### config.mk
export PLATFORM = sky130hd
export DESIGN_NAME = div3_serial_flat
export DESIGN_NICKNAME = d
export VERILOG_FILES = /design/src/rtl/div3_serial_if.sv /design/src/rtl/div3_serial.sv /design/src/flat_wrapper.sv
export SDC_FILE = /design/constraint.sdc
export NUM_CORES = 1
export LEC_CHECK = 0
export CORE_MARGIN = 3
export CORE_UTILIZATION = 50
export DETAILED_ROUTE_END_ITERATION = 6
export GPL_TIMING_DRIVEN = 0
export PLACE_DENSITY = 0.78
export SYNTH_ARGS = -nofsm -noshare
export SYNTH_HDL_FRONTEND = slang
export SYNTH_SLANG_ARGS = --single-unit
### constraint.sdc
create_clock -name clk -period 2.2 [get_ports clk]
set_clock_uncertainty 0.1 [all_clocks]
set_input_delay 0.44 -clock clk [delete_from_list [all_inputs] [get_ports clk]]
set_output_delay 0.44 -clock clk [all_outputs]
set_load 0.03 [all_outputs]
### src/rtl/div3_serial_if.sv
// ---------------------------------------------------------------------------
// div3_serial_if : operand/result handshake bundle for div3_serial
// Rev 1.0
// ---------------------------------------------------------------------------
`default_nettype none

interface div3_serial_if #(
  parameter int SIZE = 32
);
  logic            in_valid;
  logic            in_ready;
  logic [SIZE-1:0] in_data;
  logic            out_valid;
  logic            out_ready;
  logic [SIZE-1:0] out_quot;
  logic [1:0]      out_rem;
  logic            out_div;

  modport slave (
    input  in_valid, in_data, out_ready,
    output in_ready, out_valid, out_quot, out_rem, out_div
  );

  modport master (
    output in_valid, in_data, out_ready,
    input  in_ready, out_valid, out_quot, out_rem, out_div
  );
endinterface

`default_nettype wire

### src/rtl/div3_serial.sv
// ---------------------------------------------------------------------------
// div3_serial : radix-4 MSB-first serial divide-by-3 (quotient, remainder, flag)
// Rev 1.0
// ---------------------------------------------------------------------------
`default_nettype none

module div3_serial #(
  parameter int SIZE = 32
) (
  input  logic             clk,
  input  logic             rst,
  div3_serial_if.slave     bus
);

  localparam int N  = (SIZE + 1) / 2;
  localparam int W  = 2 * N;
  localparam int CW = (N > 1) ? $clog2(N) : 1;

  typedef enum logic [1:0] {
    IDLE = 2'd0,
    BUSY = 2'd1,
    DONE = 2'd2
  } state_t;

  state_t          state_q, state_d;
  logic [W-1:0]    opnd_q, opnd_d;
  logic [W-1:0]    quot_q, quot_d;
  logic [1:0]      rem_q, rem_d;
  logic [CW-1:0]   cnt_q, cnt_d;

  logic [W-1:0]    opnd_ext;
  logic [3:0]      digit;
  logic [1:0]      q_dig;
  logic [1:0]      r_dig;

  always_ff @(posedge clk) begin
    if (rst) begin
      state_q <= IDLE;
      opnd_q  <= '0;
      quot_q  <= '0;
      rem_q   <= '0;
      cnt_q   <= '0;
    end else begin
      state_q <= state_d;
      opnd_q  <= opnd_d;
      quot_q  <= quot_d;
      rem_q   <= rem_d;
      cnt_q   <= cnt_d;
    end
  end

  always_comb begin
    state_d  = state_q;
    opnd_d   = opnd_q;
    quot_d   = quot_q;
    rem_d    = rem_q;
    cnt_d    = cnt_q;

    opnd_ext = '0;
    opnd_ext[SIZE-1:0] = bus.in_data;

    // d = 4r + b is at most 11 since r never exceeds 2
    digit = {rem_q, opnd_q[W-1 -: 2]};
    if (digit >= 4'd9) begin
      q_dig = 2'd3;
      r_dig = 2'(digit - 4'd9);
    end else if (digit >= 4'd6) begin
      q_dig = 2'd2;
      r_dig = 2'(digit - 4'd6);
    end else if (digit >= 4'd3) begin
      q_dig = 2'd1;
      r_dig = 2'(digit - 4'd3);
    end else begin
      q_dig = 2'd0;
      r_dig = digit[1:0];
    end

    case (state_q)
      IDLE: begin
        if (bus.in_valid) begin
          state_d = BUSY;
          opnd_d  = opnd_ext;
          quot_d  = '0;
          rem_d   = '0;
          cnt_d   = CW'(N - 1);
        end
      end
      BUSY: begin
        opnd_d = opnd_q << 2;
        quot_d = W'({quot_q, q_dig});
        rem_d  = r_dig;
        cnt_d  = cnt_q - CW'(1);
        if (cnt_q == '0) begin
          state_d = DONE;
        end
      end
      DONE: begin
        if (bus.out_ready) begin
          state_d = IDLE;
        end
      end
      default: begin
        state_d = IDLE;
      end
    endcase
  end

  assign bus.in_ready  = (state_q == IDLE);
  assign bus.out_valid = (state_q == DONE);
  // Top quotient bit is always zero for odd SIZE, so truncation loses nothing
  assign bus.out_quot  = SIZE'(quot_q);
  assign bus.out_rem   = rem_q;
  assign bus.out_div   = (state_q == DONE) && (rem_q == 2'd0);

endmodule

`default_nettype wire

### src/flat_wrapper.sv
// flat-port wrapper written by rule: the top's interface ports become plain ports
module div3_serial_flat 
#(
  parameter int SIZE = 32
)
  (clk, rst, bus_in_valid, bus_in_data, bus_out_ready, bus_in_ready, bus_out_valid, bus_out_quot, bus_out_rem, bus_out_div);
  div3_serial_if #(.SIZE(SIZE)) bus_i ();
  input  logic clk;
  input  logic rst;
  input wire logic [$bits(bus_i.in_valid)-1:0] bus_in_valid;
  input wire logic [$bits(bus_i.in_data)-1:0] bus_in_data;
  input wire logic [$bits(bus_i.out_ready)-1:0] bus_out_ready;
  output wire logic [$bits(bus_i.in_ready)-1:0] bus_in_ready;
  output wire logic [$bits(bus_i.out_valid)-1:0] bus_out_valid;
  output wire logic [$bits(bus_i.out_quot)-1:0] bus_out_quot;
  output wire logic [$bits(bus_i.out_rem)-1:0] bus_out_rem;
  output wire logic [$bits(bus_i.out_div)-1:0] bus_out_div;
  assign bus_i.in_valid = bus_in_valid;
  assign bus_i.in_data = bus_in_data;
  assign bus_i.out_ready = bus_out_ready;
  assign bus_in_ready = bus_i.in_ready;
  assign bus_out_valid = bus_i.out_valid;
  assign bus_out_quot = bus_i.out_quot;
  assign bus_out_rem = bus_i.out_rem;
  assign bus_out_div = bus_i.out_div;
  div3_serial #(.SIZE(SIZE)) u_core (.clk(clk), .rst(rst), .bus(bus_i));
endmodule
==> flow_results.org <==
** Route
- Dividing the detail-routed wire length by the instance count gives 14.2 um.
- The final route contains 3099 vias.
- Vias per cell :: ~5.4
- The detail route stage leaves a number of antenna-violating nets equal to 0.
- The pre-antenna-repair detailed-routing pass consisted of 5 iterations.
- Iteration-0 DRC Markers :: 240
- Total length of routed wires :: between 8 and 9 mm
- DRC violation count after routing :: 0

** Logic synthesis
- Area of the mapped netlist :: around 0.0032 mm^2
- Leading cell types by total area after synthesis :: dfxtp_1 (45%), nor2_1 (15%), a22oi_1 (7.3%), nor2b_1 (5.9%), a21oi_1 (5.8%)
- Part of the Yosys area used for sequential elements :: 0.450
- Of the post-synthesis cell area, the dominant cell type holds 0.450.
- In this run, distinct cell masters in the synthesized netlist total 31.
- When the netlist entered floorplanning its net count stood at about 450.
- Synth area leader :: dfxtp_1
- Average size of a mapped cell :: about 7.8 um^2
- Synth Instances :: 410
- Synth warnings :: 0
- Number of synthesized register bits :: a little over 70

** Timing
- In the finished design, the share of the clock period the worst path needs comes to 0.953.
- Setup violations remaining at the end of the flow were counted as 0.
- Upper clock frequency limit :: about 480 MHz
- Max Slew Vio Count :: 0
- Relative slew margins :: 0.632
- For the pin with the worst max-slew slack, the measured transition is between 0.5 and 0.6 ns.
- Number of hold violations in the final report :: 0
- Time the final worst path needs with I/O delays and setup :: roughly 2.1 ns
- Sum of negative setup slack :: 0 ns

** Cells and area
- Of the cells placed in the final design, the portion with a size suffix greater than 1 is 0.0865.
- Number of nets at the end of the flow :: approximately 530
- 0 antenna diodes ended up in the layout.
- Fillcell total :: just over 500
- From synthesis to final layout, the design area changed by 33.3%.
- Finished layout cell area :: between 0.004 and 0.005 mm^2

** Place
- The congestion estimate from routability-driven global placement came to between 0.7 and 0.8.
- Port Buf Inserts :: 71
- Post-DP HPWL :: between 5 and 6 mm
- Once placement finished, the instance area stood at 0.00401 mm^2.

** Critical path
- STA classifies the critical path startpoint as a register.
- Setup Crit Path Kind :: reg2out
- The startpoint identified for the worst register-to-register timing path is u_core.opnd_q[30].
- The worst register-to-register path has a depth of 6.
- Endpoint type of the worst setup path :: output pin
- Critical path data arrival time :: ~1.6 ns
- Crit path required time :: approximately 1.7 ns
- Endpoint of the worst register-to-register path :: u_core.bus.out_rem[0]
- Critical path peak fanout :: 10
- Minimum setup slack among reg-to-reg paths :: around 0.24 ns

** Global routing
- For met3 alone, demand over resource in global routing was 0.0567.
- First-pass GRT wire length :: 13.8 mm
- Overall Global Routing Usage :: 0.233
- Met1 track utilization from global routing :: 0.300
- Met2 Usage GRT :: 0.376
- Largest net degree at the start of global routing :: 13
- Number of antenna violations at the first check in global routing :: 0
- The number of global-route vias before repair came to about 3.0k.
- GR Overflow Total :: 0
- The layer flagged by global routing as most heavily used is met2.

** Hold path
- The path with the worst hold slack has its endpoint at u_core.opnd_q[29].
- Hold/Removal Path Class :: reg2reg
- Count of cells along the worst hold path :: 2
- The worst hold path begins at u_core.opnd_q[29].

** CTS
- Level count of the clock H-tree :: 3
- Buffers added to address setup during post-CTS repair amount to 0.
- TritonCTS built the clock tree.
- CTS saw 72 sinks.
- CTS Root Cell :: clkbuf_8
- Maximum clock insertion buffer count :: 2
- Clock transition at path regs :: around 0.07 ns
- Worst skew pair latency :: between 0.3 and 0.4 ns
- CTS Buf Count :: 9

** Floorplanning
- The initial utilization of the core area, before any placement, comes to 0.528.
- Placeable Area :: a little over 0.006 mm^2
- In this run the count of I/O pins placed on the die edge is 73.
- Measured along the x axis, the die boundary spans between 80 and 90 um.
- Number of placement rows :: 28
- Die area :: approximately 0.0074 mm^2
- Height of the chip :: about 86 um

** Status
- The flow ran to the end, and the final reports show no timing, DRC or antenna violations.

** Power and ir drop
- VDD IR max :: 453 uV
- For this design the ratio of total power to cell area is 782 mW/mm^2.
- The analysis attributes to cell leakage a power of between 1.5 and 2 nW.

** Job
- Number of max-cap violations :: 0
[cells by family after synthesis]
kind of cell	count (synthesis)	synth area share
AOI/OAI and AO/OA	85	0.173
adders and majority gates	5	0.0195
DFF	72	0.450
and+or+nand+nor	205	0.299
buffers and inverters	43	0.0586
[stage by stage]
step	hold WS, ns	setup slack [ns]	power, mW	std cells	utilization
after floorplan	0.337	0.177	1.89	410	-
after global placement	0.354	-0.109	2.06	556	0.661
after detailed placement	0.368	-0.114	2.07	556	0.661
after CTS	0.381	0.0408	3.35	572	0.702
after global routing	0.409	-0.0155	3.49	572	0.704
final	0.388	0.104	3.34	572	0.704
[critical path, cell delays in order (launching register included)]
cell,delay (ns)
dfxtp_1,0.32
clkbuf_1,0.44
nand2b_4,0.10
inv_1,0.07
clkdlybuf4s15_2,0.29
[cell type report]
type                    instances  area, um^2  share of cell area
clock buffers                  11         141              0.0331
repair buffers                 71         711               0.166
plain buffers                  36         166              0.0390
multi-input cells             295        1580               0.371
flip-flops and latches         72        1440               0.338
inverters                       7        26.3             0.00615
clock inverters                 5         104              0.0243
well taps                      75        93.8              0.0220
[power breakdown]
group | switching, mW | internal [mW]
Sequential | 0.0572 | 1.39
Clock | 0.497 | 0.785
Combinational | 0.343 | 0.264
[how the worst max path moves through the flow]
stage	startpoint	to	slack, ns	depth (start not counted)
global placement	u_core.state_q[0]	bus_out_div	-0.11	5
CTS	u_core.state_q[0]	bus_in_ready	0.04	4
floorplan	u_core.state_q[0]	bus_out_div	0.18	4
global route	u_core.state_q[1]	bus_out_valid	-0.02	4
detailed placement	u_core.state_q[0]	bus_out_div	-0.11	5
finish	u_core.state_q[1]	bus_out_valid	0.10	4
[registers in the layout (all words and copies together) (netlist names)]
signal	flops
u_core.bus.out_quot	32
u_core.opnd_q	32
u_core.cnt_q	4
u_core.bus.out_rem	2
u_core.state_q	2
[cell usage after synthesis]
library cell	n
nor2_1	128
dfxtp_1	72
a21oi_1	37
a22oi_1	31
nor3_1	31
nor2b_1	30
clkbuf_1	19
buf_2	15
a211oi_1	7
inv_1	7
ha_1	5
nor3b_1	3
o21ai_0	3
a32oi_1	2
nand2b_1	2
nand3b_1	2
or3b_1	2
a2111oi_0	1
a211o_1	1
a221oi_2	1
a31oi_2	1
and4bb_2	1
buf_1	1
buf_6	1
nand2b_2	1
nand2b_4	1
nor3b_2	1
nor4_1	1
o21ai_1	1
or2_1	1
or4_1	1
[cells in the final DEF (no fill, tap or decap), drive strengths merged, types with 7 or more instances in the layout]
cell / count
a211oi: 7
a21oi: 37
a22oi: 31
buf: 18
clkbuf: 30
clkdlybuf4s50: 68
dfxtp: 72
inv: 7
nor2: 128
nor2b: 30
nor3: 31
[per-layer routing]
| metal | vias to the layer above | wire, um | part of all wire |
|---|---|---|---|
| li1 | 1552 | - | - |
| met2 | 84 | 3820 | 0.47 |
| met1 | 1455 | 3730 | 0.46 |
| met3 | 8 | 511 | 0.063 |
| met5 | - | 0 | 0 |
| met4 | 0 | 84 | 0.010 |
[what timing repair did]
item,CTS,global route
hold buffers,0,0
cloned,0,0
setup endpoints to repair,3,3
pin swaps,0,0
resized for setup,15,3
Note: power is estimated with default switching activity, not from simulation.
